--- config.mk ---
export PLATFORM = sky130hd
export DESIGN_NAME = parallel_in_port_flat
export DESIGN_NICKNAME = d
export VERILOG_FILES = /design/src/rtl/parallel_in_port_pkg.sv /design/src/rtl/parallel_in_port_if.sv /design/src/rtl/parallel_in_port_debouncer.sv /design/src/rtl/parallel_in_port.sv /design/src/flat_wrapper.sv
export SDC_FILE = /design/constraint.sdc
export NUM_CORES = 1
export LEC_CHECK = 0
export CORE_MARGIN = 2
export CORE_UTILIZATION = 54
export CTS_CLUSTER_DIAMETER = 100
export DETAILED_ROUTE_END_ITERATION = 10
export PLACE_DENSITY = 0.87
export SLEW_MARGIN = 15
export SYNTH_ARGS = -nofsm -noshare
export SYNTH_HDL_FRONTEND = slang
export SYNTH_HIERARCHICAL = 1
export SYNTH_SLANG_ARGS = --single-unit
--- constraint.sdc ---
create_clock -name clk -period 3 [get_ports clk]
set_input_delay 0.6 -clock clk [delete_from_list [all_inputs] [get_ports clk]]
set_output_delay 0.6 -clock clk [all_outputs]
set_load 0.02 [all_outputs]
--- src/rtl/parallel_in_port_pkg.sv ---
// Shared address map and decode helper for the parallel input port.
// The display output port sits at 8'hFF, directly above these two addresses.
package parallel_in_port_pkg;

  localparam logic [7:0] PIN_DATA_ADDR       = 8'hFE;
  localparam logic [7:0] PIN_STATUS_ADDR     = 8'hFD;
  localparam int         PIN_DEBOUNCE_CYCLES = 4;

  typedef enum logic [1:0] {
    PIN_SEL_NONE   = 2'd0,
    PIN_SEL_DATA   = 2'd1,
    PIN_SEL_STATUS = 2'd2
  } pin_sel_e;

  function automatic pin_sel_e pin_decode(input logic       re,
                                          input logic [7:0] addr,
                                          input logic [7:0] data_addr,
                                          input logic [7:0] status_addr);
    pin_sel_e sel;
    sel = PIN_SEL_NONE;
    if (re && (addr == data_addr)) begin
      sel = PIN_SEL_DATA;
    end else if (re && (addr == status_addr)) begin
      sel = PIN_SEL_STATUS;
    end else begin
      sel = PIN_SEL_NONE;
    end
    return sel;
  endfunction

endpackage

--- src/rtl/parallel_in_port_if.sv ---
// Core load path plus external input bus of the parallel input port.
// The port itself uses the slave view; the core/board side uses the master view.
interface parallel_in_port_if;

  logic [7:0] Address;
  logic       RE;
  logic [7:0] DataIn;
  logic [7:0] ReadData;
  logic       Changed;

  modport slave (
    input  Address,
    input  RE,
    input  DataIn,
    output ReadData,
    output Changed
  );

  modport master (
    output Address,
    output RE,
    output DataIn,
    input  ReadData,
    input  Changed
  );

endinterface

--- src/rtl/parallel_in_port_debouncer.sv ---
// Two-flop synchronizer followed by a run-length debouncer; accept pulses for
// one cycle, ending on the edge that loads a new value into stable.
module input_debouncer #(
  parameter int WIDTH  = 8,
  parameter int CYCLES = 4
) (
  input  logic             clk,
  input  logic             rst,
  input  logic [WIDTH-1:0] din,
  output logic [WIDTH-1:0] stable,
  output logic             accept
);

  localparam int            CW      = $clog2(CYCLES + 1);
  localparam logic [CW-1:0] CNT_SAT = CW'(CYCLES - 1);
  localparam logic [CW-1:0] CNT_ONE = CW'(1);

  logic [WIDTH-1:0] sync1_r;
  logic [WIDTH-1:0] sync2_r;
  logic [WIDTH-1:0] cand_r;
  logic [WIDTH-1:0] stable_r;
  logic [CW-1:0]    cnt_r;
  logic             diff_s;
  logic             sat_s;
  logic             accept_s;

  // Metastability guard: plain flop-to-flop path from sync1 to sync2
  always_ff @(posedge clk or negedge rst) begin
    if (!rst) begin
      sync1_r <= {WIDTH{1'b0}};
      sync2_r <= {WIDTH{1'b0}};
    end else begin
      sync1_r <= din;
      sync2_r <= sync1_r;
    end
  end

  // Acceptance condition for the current synchronized sample
  always_comb begin
    diff_s   = (sync2_r != cand_r);
    sat_s    = (cnt_r >= CNT_SAT);
    accept_s = 1'b0;
    if (!diff_s && sat_s && (cand_r != stable_r)) begin
      accept_s = 1'b1;
    end else begin
      accept_s = 1'b0;
    end
  end

  // Candidate tracking, saturating stability counter and stable register
  always_ff @(posedge clk or negedge rst) begin
    if (!rst) begin
      cand_r   <= {WIDTH{1'b0}};
      cnt_r    <= {CW{1'b0}};
      stable_r <= {WIDTH{1'b0}};
    end else if (diff_s) begin
      cand_r <= sync2_r;
      cnt_r  <= {CW{1'b0}};
    end else if (!sat_s) begin
      cnt_r <= cnt_r + CNT_ONE;
    end else if (accept_s) begin
      stable_r <= cand_r;
    end
  end

  assign stable = stable_r;
  assign accept = accept_s;

endmodule

--- src/rtl/parallel_in_port.sv ---
// Memory-mapped, read-only parallel input port: debounced data byte, status
// byte and a sticky read-to-clear Changed flag.
module parallel_in_port
  import parallel_in_port_pkg::*;
#(
  parameter logic [7:0] DATA_ADDR       = PIN_DATA_ADDR,
  parameter logic [7:0] STATUS_ADDR     = PIN_STATUS_ADDR,
  parameter int         DEBOUNCE_CYCLES = PIN_DEBOUNCE_CYCLES
) (
  input logic               clk,
  input logic               rst,
  parallel_in_port_if.slave bus
);

  logic [7:0] stable_s;
  logic       accept_s;
  logic       changed_r;
  pin_sel_e   sel_s;
  logic [7:0] rdata_s;

  input_debouncer #(
    .WIDTH  (8),
    .CYCLES (DEBOUNCE_CYCLES)
  ) u_debouncer (
    .clk    (clk),
    .rst    (rst),
    .din    (bus.DataIn),
    .stable (stable_s),
    .accept (accept_s)
  );

  // Address decode of the load strobe
  always_comb begin
    sel_s = pin_decode(bus.RE, bus.Address, DATA_ADDR, STATUS_ADDR);
  end

  // Sticky flag: a new acceptance beats a coincident data read
  always_ff @(posedge clk or negedge rst) begin
    if (!rst) begin
      changed_r <= 1'b0;
    end else if (accept_s) begin
      changed_r <= 1'b1;
    end else if (sel_s == PIN_SEL_DATA) begin
      changed_r <= 1'b0;
    end
  end

  // Read mux; zero when unselected so it can be OR-ed onto the load bus
  always_comb begin
    rdata_s = 8'h00;
    case (sel_s)
      PIN_SEL_DATA:   rdata_s = stable_s;
      PIN_SEL_STATUS: rdata_s = {7'b0000000, changed_r};
      default:        rdata_s = 8'h00;
    endcase
  end

  assign bus.ReadData = rdata_s;
  assign bus.Changed  = changed_r;

endmodule

--- src/flat_wrapper.sv ---
// flat-port wrapper written by rule: the top's interface ports become plain ports
module parallel_in_port_flat import parallel_in_port_pkg::*;
#(
  parameter logic [7:0] DATA_ADDR       = PIN_DATA_ADDR,
  parameter logic [7:0] STATUS_ADDR     = PIN_STATUS_ADDR,
  parameter int         DEBOUNCE_CYCLES = PIN_DEBOUNCE_CYCLES
)
  (clk, rst, bus_Address, bus_RE, bus_DataIn, bus_ReadData, bus_Changed);
  parallel_in_port_if bus_i ();
  input logic clk;
  input logic rst;
  input wire logic [$bits(bus_i.Address)-1:0] bus_Address;
  input wire logic [$bits(bus_i.RE)-1:0] bus_RE;
  input wire logic [$bits(bus_i.DataIn)-1:0] bus_DataIn;
  output wire logic [$bits(bus_i.ReadData)-1:0] bus_ReadData;
  output wire logic [$bits(bus_i.Changed)-1:0] bus_Changed;
  assign bus_i.Address = bus_Address;
  assign bus_i.RE = bus_RE;
  assign bus_i.DataIn = bus_DataIn;
  assign bus_ReadData = bus_i.ReadData;
  assign bus_Changed = bus_i.Changed;
  parallel_in_port #(.DATA_ADDR(DATA_ADDR), .STATUS_ADDR(STATUS_ADDR), .DEBOUNCE_CYCLES(DEBOUNCE_CYCLES)) u_core (.clk(clk), .rst(rst), .bus(bus_i));
endmodule
==> run_results.csv, run 1 <==
group,metric,value,unit
die,die_h,55.5,um
yosys,seq_area_frac_synth,62.9,%
placed_design,dp_hpwl,1.71,mm
cells_and_area,num-nets-final,156,
pwr,leakagePower,0.808,nW
setup_path,worstSetupStartpointType,"input port",
hold_path,hold_depth,0,
die,core_area,2500,um2
clocking,htreeDepth,2,
detailed_routing,wl,2.32,mm
run_status,status,"finished, final reports clean",
clocking,cts_made_buffers,5,
die,io_pins,28,
detailed_routing,drc_errors,0,
yosys,ys_warn_count,6,
die,dieArea,3080,um2
die,start_util,57.3,%
yosys,yosysTopAreaCellShare,62.9,%
global_route,track_usage,17.3,%
global_route,met3_usage,7.73,%
timing,fmax,0.344,GHz
die,rows,18,
global_route,grt_overflow,0,
timing,setup_viol,0,
global_route,met2_usage,28.7,%
yosys,synth_area,1430,um2
timing,slew_headroom,65.2,%
clocking,clkTransAtPathRegs,0.09,ns
global_route,grt_pass1_vias,905,
global_route,grt_max_degree,37,
setup_path,r2r_setup_slack,0.81,ns
yosys,synth_seq_cells,36,
clocking,cts_hold_buf,0,
timing,fin_skew,0.00704,ns
clocking,clock_path_buffers,2,
setup_path,cp.required,2.40,ns
yosys,synth_edf_count,0,
yosys,synth-async-reset-ratio,100,%
detailed_routing,vias_per_cell,5.33,
placed_design,place.gp.congestion,0.782,
hold_path,hold_start,"u_core/u_debouncer/sync1_r[6]",
setup_path,rr_endpoint,"u_core/u_debouncer/stable[4]",
yosys,ys_top_cells_by_area,"dfrtp_1 63%, xor2_1 9.8%, mux2_2 6.3%, nor4_1 4.8%, clkbuf_1 2.4%",
clocking,cts_root_buf,"clkbuf_4",
yosys,syn_nets,129,
setup_path,crit_fanout,9,
timing,final_max_slew_viol_count,0,
hold_path,holdPathEnd,"u_core/u_debouncer/sync2_r[6]",
cells_and_area,fin_area,1820,um2
die,die_w,55.5,um
cells_and_area,layout-drive-gt1-share,15.4,%
global_route,antenna_found_initial,0,
detailed_routing,firstDrtPassIters,4,
clocking,clock_latency,0.32,ns
yosys,synth_area_leader_cell,"dfrtp_1",
detailed_routing,route.detailed.wl_per_inst,14.0,um
clocking,cts_tree,"done",
timing,setup_tns,0,ns
global_route,grt_pass1_wl,3.98,mm
timing,hold_viol_final,0,
timing,fin_crit,2.91,ns
global_route,grt_busiest_layer,"met2",
timing,post-route-period-util,97.0,%
yosys,syn_inst,108,
timing,worstMarginPinSlew,0.520,ns
pwr,peakVddDrop,0.386,mV
yosys,synthFlopType,"dfrtp_1",
yosys,avgSynthCellArea,13.3,um2
timing,rsz0062_at_grt,"no",
detailed_routing,vias,884,
cells_and_area,multiInputGateArea,468,um2
cells_and_area,fill_cells,178,
flow_run,cap_violations,0,
setup_path,reg2reg_depth,5,
placed_design,post_dp_cell_area,1720,um2
placed_design,io_buffers,27,
cells_and_area,diodes,0,
setup_path,end_kind,"primary output",
pwr,p_total,0.000928,W
hold_path,hold_class,"flip-flop to flip-flop",
cells_and_area,area_growth,27.0,%
pwr,powerDensity,510,nW/um2
setup_path,r2r-start,"u_core/u_debouncer/cand_r[7]",
cells_and_area,fin_util,72.8,%
yosys,ys_types,19,
detailed_routing,antenna_left,0,
setup_path,cp.arrival,2.31,ns
cells_and_area,ff_latch_area,901,um2
timing,hold_ws,0.354,ns
clocking,clock_sinks,36,
setup_path,critPathKind,"input port to primary output",
global_route,grtUsageMet1,18.8,%
detailed_routing,drt_iter0_drc,15,
[flip-flops by register name, indices dropped and copies added, names as in the netlist]
register	count
u_core/u_debouncer/cnt_r	3
u_core/u_debouncer/stable	8
u_core/u_debouncer/cand_r	8
u_core/u_debouncer/sync2_r	8
u_core/bus.Changed	1
u_core/u_debouncer/sync1_r	8
[what timing repair did]
action                                 CTS  global route
gates resized for setup                  0             1
setup buffers                            0             0
endpoints found under the hold margin    0             0
setup endpoints to repair                0             1
[power by group]
group | leakage [nW] | internal (W) | switching (W)
clock network | 0.0515 | 0.000221 | 0.000140
logic | 0.309 | 0.0000304 | 0.0000235
registers | 0.447 | 0.000501 | 0.0000116
[worst max-delay path, stage by stage]
cell and delay (ns):
clkdlybuf4s50_1 0.46, nand3_1 0.25, nor4_1 0.34, clkdlybuf4s50_1 0.66
[metal layers]
| metal | up-vias | routed length [um] |
|---|---|---|
| met5 | - | 0 |
| met4 | 0 | 36 |
| met3 | 4 | 179 |
| met2 | 38 | 1220 |
| met1 | 425 | 886 |
| li1 | 417 | - |
[worst max path at each step]
stage,from,end,slack [ns],cells after the start
global route,bus_Address[7],bus_ReadData[7],0.04,4
finish,bus_Address[7],bus_ReadData[2],0.09,4
CTS,bus_Address[7],bus_ReadData[5],0.003,4
floorplan,bus_Address[7],bus_ReadData[1],0.87,2
detailed placement,bus_Address[7],bus_ReadData[5],0.01,4
global placement,bus_Address[7],bus_ReadData[5],0.19,4
[cell families (layout without fill, tap and decap cells)]
group	count (synthesis)	after routing	share of synthesized area (%)
adders and majority gates	2	2	1.75
xor gates and xnor gates	16	16	9.78
and+or+nand+nor	22	22	10.0
buffers and inverters	17	45	4.45
AOI/OAI and AO/OA	6	6	4.10
DFF	36	36	62.9
muxes	9	9	6.99
[synth_stat cells, types with 2 or more instances]
cell	number
a211oi_1	3
clkbuf_1	9
dfrtp_1	36
ha_1	2
inv_1	8
mux2_2	8
nand2b_1	2
nand3b_1	2
nor2_1	3
nor4_1	11
xor2_1	16
[layout by cell type, fill, tap and decap left out, drive strengths merged]
master,instances
a211oi,4
a21oi,1
buf,2
bufinv,1
clkbuf,7
clkdlybuf4s50,26
dfrtp,36
dlymetal6s2s,1
ha,2
inv,8
mux2,8
mux2i,1
nand2,1
nand2b,2
nand3,1
nand3b,2
nand4,1
nor2,3
nor4,11
o41a,1
or2,1
xor2,16
[per-stage QoR]
step	instances	setup slack, ns
after floorplan	108	0.874
final	166	0.0894
after detailed placement	158	0.0117
after CTS	166	0.00285
after global placement	158	0.187
after global routing	166	0.0352
[final cells by class]
type	instances	share of cell area (%)
Sequential cell	36	49.5
Clock inverter	1	1.65
Timing Repair Buffer	29	15.8
Multi-Input combinational cell	55	25.7
Inverter	8	1.65
Tap cell	30	2.06
Clock buffer	7	3.58
No activity file was read; power rests on OpenSTA's default activity.
==> inputs of run 2 (changes only) <==
--- a/config.mk
+++ b/config.mk
@@ -6,10 +6,11 @@
 export NUM_CORES = 1
 export LEC_CHECK = 0
 export CORE_MARGIN = 2
-export CORE_UTILIZATION = 54
+export CORE_UTILIZATION = 43
 export CTS_CLUSTER_DIAMETER = 100
 export DETAILED_ROUTE_END_ITERATION = 10
-export PLACE_DENSITY = 0.87
+export PLACE_DENSITY = 0.72
+export RECOVER_POWER = 100
 export SLEW_MARGIN = 15
 export SYNTH_ARGS = -nofsm -noshare
 export SYNTH_HDL_FRONTEND = slang
==> run 2 against run 1 <==
  * The run now ends with capacitance limit, slew limit left
  * Sequential share of layout area grew 0.97 points
  * Critical path type unchanged
  * Fmax grew 0.26%
  * Cell area shrank 1.9%
==> run_results.csv, run 2 (synthesis gave the netlist of run 1 again) <==
group,metric,value,unit
run_status,status,"finished, violations left",
run_status,violations,"capacitance limit, slew limit",
timing,fin_skew,0.00657,ns
cells_and_area,fin_util,57.5,%
clocking,clkTransAtPathRegs,0.10,ns
pwr,switching_share,22.0,%
cells_and_area,diodes,0,
timing,fmax,0.344,GHz
global_route,grt_pass1_vias,909,
pwr,p_total,0.000826,W
global_route,track_usage,14.4,%
clocking,htreeDepth,2,
timing,post-route-period-util,96.8,%
placed_design,post-place-cells,171,
global_route,grt_overflow,0,
pwr,pwr-share-clk,31.8,%
cells_and_area,final_common_cell,"dfrtp_1",
hold_path,hold_class,"flip-flop to flip-flop",
timing,fin_crit,2.90,ns
cells_and_area,layout-drive-gt1-share,13.3,%
global_route,grt_max_degree,37,
detailed_routing,wl,2.27,mm
timing,worstMarginPinSlew,1.84,ns
die,core_area,3100,um2
placed_design,dp_hpwl,1.70,mm
cells_and_area,num-nets-final,155,
setup_path,r2r-start,"u_core/u_debouncer/cnt_r[0]",
die,die_h,61.7,um
global_route,grt_pass1_wl,3.75,mm
detailed_routing,route.detailed.wl_per_inst,12.7,um
hold_path,hold_depth,0,
detailed_routing,vias_per_cell,4.93,
placed_design,io_buffers,27,
cells_and_area,final_cell_mix,"36 x dfrtp_1, 17 x dlygate4sd3_1, 16 x xor2_1",
detailed_routing,drt_iter0_drc,5,
pwr,leakagePower,0.793,nW
pwr,p_sw,0.000181,W
pwr,combPwrFrac,6.1,%
hold_path,holdPathEnd,"u_core/u_debouncer/sync2_r[6]",
pwr,internal-power,0.000644,W
timing,setup_tns,0,ns
clocking,cts_tree,"done",
detailed_routing,antenna_left,0,
setup_path,worstSetupStartpointType,"input port",
setup_path,rr_endpoint,"u_core/bus.Changed",
setup_path,reg2reg_depth,5,
pwr,powerDensity,463,nW/um2
timing,final_max_slew_viol_count,37,
detailed_routing,drc_errors,0,
setup_path,crit_fanout,9,
die,die_w,61.7,um
flow_run,cap_violations,1,
pwr,pwr-share-seq,62.1,%
pwr,peakVddDrop,0.294,mV
clocking,cts_made_buffers,5,
setup_path,cp.arrival,2.30,ns
die,dieArea,3810,um2
cells_and_area,area_growth,24.5,%
timing,rsz0062_at_grt,"no",
timing,slew_headroom,-22.5,%
die,io_pins,28,
global_route,antenna_found_initial,0,
detailed_routing,firstDrtPassIters,3,
setup_path,end_kind,"primary output",
cells_and_area,final_cells,179,
clocking,clock_sinks,36,
die,rows,20,
setup_path,critPathKind,"input port to primary output",
timing,hold_viol_final,0,
hold_path,hold_start,"u_core/u_debouncer/sync1_r[6]",
clocking,cts_setup_buffers,0,
clocking,cts_hold_buf,0,
setup_path,cp.required,2.40,ns
die,start_util,46.2,%
clocking,clock_path_buffers,2,
clocking,clock_latency,0.34,ns
detailed_routing,vias,882,
clocking,cts_root_buf,"clkbuf_4",
timing,setup_viol,0,
setup_path,r2r_setup_slack,0.77,ns
placed_design,place.gp.congestion,0.655,
[run 2: cell count changes in the layout (fill, tap and decap cells not counted), sizes merged]
cell / previous run / this run
buf: 2 / 0
bufinv: 1 / 0
clkbuf: 7 / 9
clkdlybuf4s50: 26 / 10
dlygate4sd3: 0 / 17
dlymetal6s2s: 1 / 0
[run 2: worst max path at each step]
stage	from	end	slack [ns]	cells after the start
2_1_floorplan	bus_Address[7]	bus_ReadData[1]	0.87	2
3_3_place_gp	bus_Address[7]	bus_ReadData[2]	0.18	4
3_5_place_dp	bus_Address[5]	bus_ReadData[1]	0.08	4
4_1_cts	bus_Address[5]	bus_ReadData[1]	0.08	4
5_1_grt	bus_Address[2]	bus_ReadData[1]	0.05	4
6_report	bus_Address[3]	bus_ReadData[1]	0.1	4
[run 2: final cells by class]
cell class,count,area (um2)
fill,294,1320
sequential,36,901
clock buffer,8,58.8
inverter,8,30.0
timing repair buffer,28,274
tap,44,55.1
multi-input combinational,55,465
[run 2: power by group through the flow]
| stage | Sequential (W) | Clock (W) | Combinational, W |
|---|---|---|---|
| CTS | 0.000513 | 0.000274 | 0.0000551 |
| global placement | 0.000521 | 0 | 0.0000530 |
| global route | 0.000515 | 0.000294 | 0.0000569 |
| floorplan | 0.000520 | 0 | 0.0000194 |
| detailed placement | 0.000523 | 0 | 0.0000550 |
| finish | 0.000513 | 0.000263 | 0.0000506 |
[run 2: stage by stage]
step	hold slack (ns)	setup WS, ns	instance area [um2]
2_1_floorplan	0.304	0.874	1430
3_3_place_gp	0.331	0.176	1730
3_5_place_dp	0.337	0.0794	1730
4_1_cts	0.359	0.0768	1790
5_1_grt	0.366	0.0514	1780
6_report	0.350	0.0971	1780
[run 2: worst max-delay path, stage by stage]
cell and delay [ns]:
clkdlybuf4s50_1 0.51, nand4_4 0.17, nor4_1 0.30, dlygate4sd3_1 0.72
[run 2: routing by layer]
layer / routed length, um / part of all wire, % / GRT usage [%]
met5: 0 / 0 / 0
met4: 65 / 2.9 / 10.0
met3: 179 / 7.9 / 3.93
met2: 1120 / 49 / 25.9
met1: 911 / 40 / 14.2
[run 2: repair_timing]
action,4_1_cts,5_1_grt
gates resized for setup,0,1
setup endpoints to repair,0,3
hold endpoints to repair,0,0
==> inputs of run 3 (changes only) <==
--- a/config.mk
+++ b/config.mk
@@ -9,10 +9,9 @@
 export CORE_UTILIZATION = 43
 export CTS_CLUSTER_DIAMETER = 100
 export DETAILED_ROUTE_END_ITERATION = 10
-export PLACE_DENSITY = 0.72
+export PLACE_DENSITY = 0.69
 export RECOVER_POWER = 100
 export SLEW_MARGIN = 15
 export SYNTH_ARGS = -nofsm -noshare
 export SYNTH_HDL_FRONTEND = slang
-export SYNTH_HIERARCHICAL = 1
 export SYNTH_SLANG_ARGS = --single-unit
==> run 3 against run 2 <==
  * The flow still finishes with violations (capacitance limit, slew limit)
  * Utilization is 0.89 points lower
  * Worst setup slack better by 0.047 ns
  * Non-clock buffer count is 2 higher
  * Global-route usage is 0.50 points lower
  * Cell count is 1.7% lower
  * Clock-buffer cell count is 2 lower
  * Synthesized cell count is 4.6% lower
  * Critical path type unchanged
==> run_results.csv, run 3 <==
group,metric,value,unit
pwr,p_sw,0.000182,W
yosys,synth_area,1440,um2
timing,post-route-period-util,95.2,%
timing,slew_headroom,-20.5,%
setup_path,critPathKind,"input port to primary output",
setup_path,crit_fanout,2,
die,rows,20,
yosys,ys_warn_count,0,
timing,setup_tns,0,ns
yosys,syn_nets,124,
cells_and_area,fill_cells,290,
setup_path,end_kind,"primary output",
yosys,ys_top_cells_by_area,"dfrtp_1 63%, mux2_4 8.4%, xnor2_1 4.9%, xor2_1 4.9%, and2_1 3.5%",
setup_path,worstSetupStartpointType,"input port",
yosys,avgSynthCellArea,13.9,um2
yosys,synthFlopType,"dfrtp_1",
timing,fin_crit,2.86,ns
clocking,cts_tree,"done",
detailed_routing,vias,851,
global_route,track_usage,13.9,%
setup_path,critPathLaunch,"bus_Address[7]",
clocking,cts_root_buf,"clkbuf_4",
yosys,ys_types,22,
yosys,yosysTopAreaCellShare,62.8,%
timing,final_max_slew_viol_count,37,
clocking,clock_path_buffers,2,
cells_and_area,area_growth,22.4,%
die,dieArea,3820,um2
cells_and_area,final_common_cell,"dfrtp_1",
setup_path,cp.required,2.40,ns
pwr,peakVddDrop,0.359,mV
setup_path,reg2reg_depth,4,
timing,setup_viol,0,
yosys,syn_inst,103,
global_route,grt_max_degree,37,
pwr,powerDensity,470,nW/um2
setup_path,rr_endpoint,"u_core.u_debouncer.stable[7]",
clocking,clkTransAtPathRegs,0.10,ns
timing,worstMarginPinSlew,1.81,ns
detailed_routing,vias_per_cell,4.84,
cells_and_area,num-nets-final,152,
global_route,grt_pass1_vias,903,
pwr,pwr-share-seq,62.3,%
cells_and_area,fin_util,56.6,%
die,core_area,3100,um2
timing,rsz0062_at_grt,"no",
detailed_routing,firstDrtPassIters,2,
detailed_routing,route.detailed.wl_per_inst,12.2,um
detailed_routing,antenna_left,0,
clocking,cts_setup_buffers,0,
pwr,pwr-share-clk,31.5,%
clocking,clock_sinks,36,
placed_design,io_buffers,27,
yosys,synth-async-reset-ratio,100,%
global_route,grt_pass1_wl,3.73,mm
die,start_util,46.2,%
cells_and_area,diodes,0,
hold_path,holdPathEnd,"u_core.u_debouncer.sync2_r[4]",
yosys,seq_area_frac_synth,62.8,%
clocking,cts_hold_buf,0,
hold_path,hold_start,"u_core.u_debouncer.sync1_r[4]",
cells_and_area,layout-drive-gt1-share,8.33,%
global_route,grt_overflow,0,
hold_path,hold_class,"flip-flop to flip-flop",
clocking,clock_latency,0.33,ns
hold_path,hold_depth,0,
timing,hold_ws,0.353,ns
die,io_pins,28,
detailed_routing,wl,2.15,mm
timing,hold_viol_final,0,
setup_path,cp.arrival,2.26,ns
cells_and_area,final_cells,176,
pwr,switching_share,22.0,%
detailed_routing,drc_errors,0,
flow_run,cap_violations,1,
timing,fin_skew,0.0108,ns
run_status,status,"finished, violations left",
clocking,htreeDepth,2,
die,die_w,61.8,um
placed_design,post-place-cells,168,
timing,fmax,0.350,GHz
clocking,cts_made_buffers,5,
setup_path,r2r-start,"u_core.u_debouncer.cand_r[2]",
setup_path,r2r_setup_slack,0.95,ns
detailed_routing,drt_iter0_drc,9,
die,die_h,61.8,um
run_status,violations,"capacitance limit, slew limit",
pwr,leakagePower,0.806,nW
cells_and_area,final_cell_mix,"36 x dfrtp_1, 10 x clkdlybuf4s50_1, 10 x dlygate4sd3_1",
yosys,synth_seq_cells,36,
yosys,synth_edf_count,0,
yosys,synth_area_leader_cell,"dfrtp_1",
global_route,antenna_found_initial,0,
pwr,combPwrFrac,6.2,%
pwr,internal-power,0.000644,W
yosys,synth_most_common_cell,"dfrtp_1",
placed_design,place.gp.congestion,0.643,
run 3: critical path, stage by stage:
cell             delay, ns
clkdlybuf4s50_1       0.46
and4_1                0.20
nand4_1               0.13
clkbuf_4              0.15
a21oi_1               0.10
clkdlybuf4s50_1       0.61
run 3: per-stage QoR:
| step | total power [W] | setup slack, ns | instance area, um2 |
|---|---|---|---|
| after CTS | 0.000846 | 0.128 | 1790 |
| after detailed placement | 0.000583 | -0.115 | 1740 |
| after global routing | 0.000871 | 0.00813 | 1760 |
| after global placement | 0.000580 | -0.0167 | 1740 |
| final | 0.000826 | 0.145 | 1760 |
| after floorplan | 0.000544 | 0.795 | 1440 |
run 3: power by group through the flow:
stage / combinational, W / clock, W / sequential, W
after global routing: 0.0000583 / 0.000295 / 0.000518
after detailed placement: 0.0000576 / 0 / 0.000525
after CTS: 0.0000578 / 0.000273 / 0.000515
final: 0.0000515 / 0.000260 / 0.000514
after global placement: 0.0000564 / 0 / 0.000523
after floorplan: 0.0000206 / 0 / 0.000523
run 3: layout make-up:
class	instances	area (um2)	area share [%]
clock inverters	2	10.0	0.570
clock buffers	6	51.3	2.92
well taps	44	55.1	3.13
repair buffers	30	283	16.1
multi-input cells	56	449	25.6
inverters	2	7.51	0.427
flip-flops and latches	36	901	51.3
run 3: routing by layer:
metal	track usage (%)	share of wire, %	up-vias
met5	0	0	-
met4	4.56	0.56	0
met3	6.21	10	2
met2	24.7	50	34
met1	14.7	39	419
li1	-	-	396
run 3: cell families after synthesis:
family | Yosys count | share of synthesized area [%]
and+or+nand+nor | 24 | 10.7
AOI/OAI and AO/OA | 5 | 2.53
adders and majority gates | 2 | 1.74
buffers and inverters | 11 | 3.40
xor gates and xnor gates | 16 | 9.76
DFF | 36 | 62.8
muxes | 9 | 9.07
run 3: how the worst max path moves through the flow:
stage	depth (start not counted)	endpoint
floorplan	4	bus_ReadData[1]
global placement	7	bus_ReadData[6]
detailed placement	7	bus_ReadData[2]
CTS	6	bus_ReadData[0]
global route	7	bus_ReadData[5]
finish	6	bus_ReadData[0]
run 3: timing repair:
item	4_1_cts	5_1_grt
gates resized for setup	7	2
setup endpoints to repair	7	2
endpoints found under the hold margin	0	0
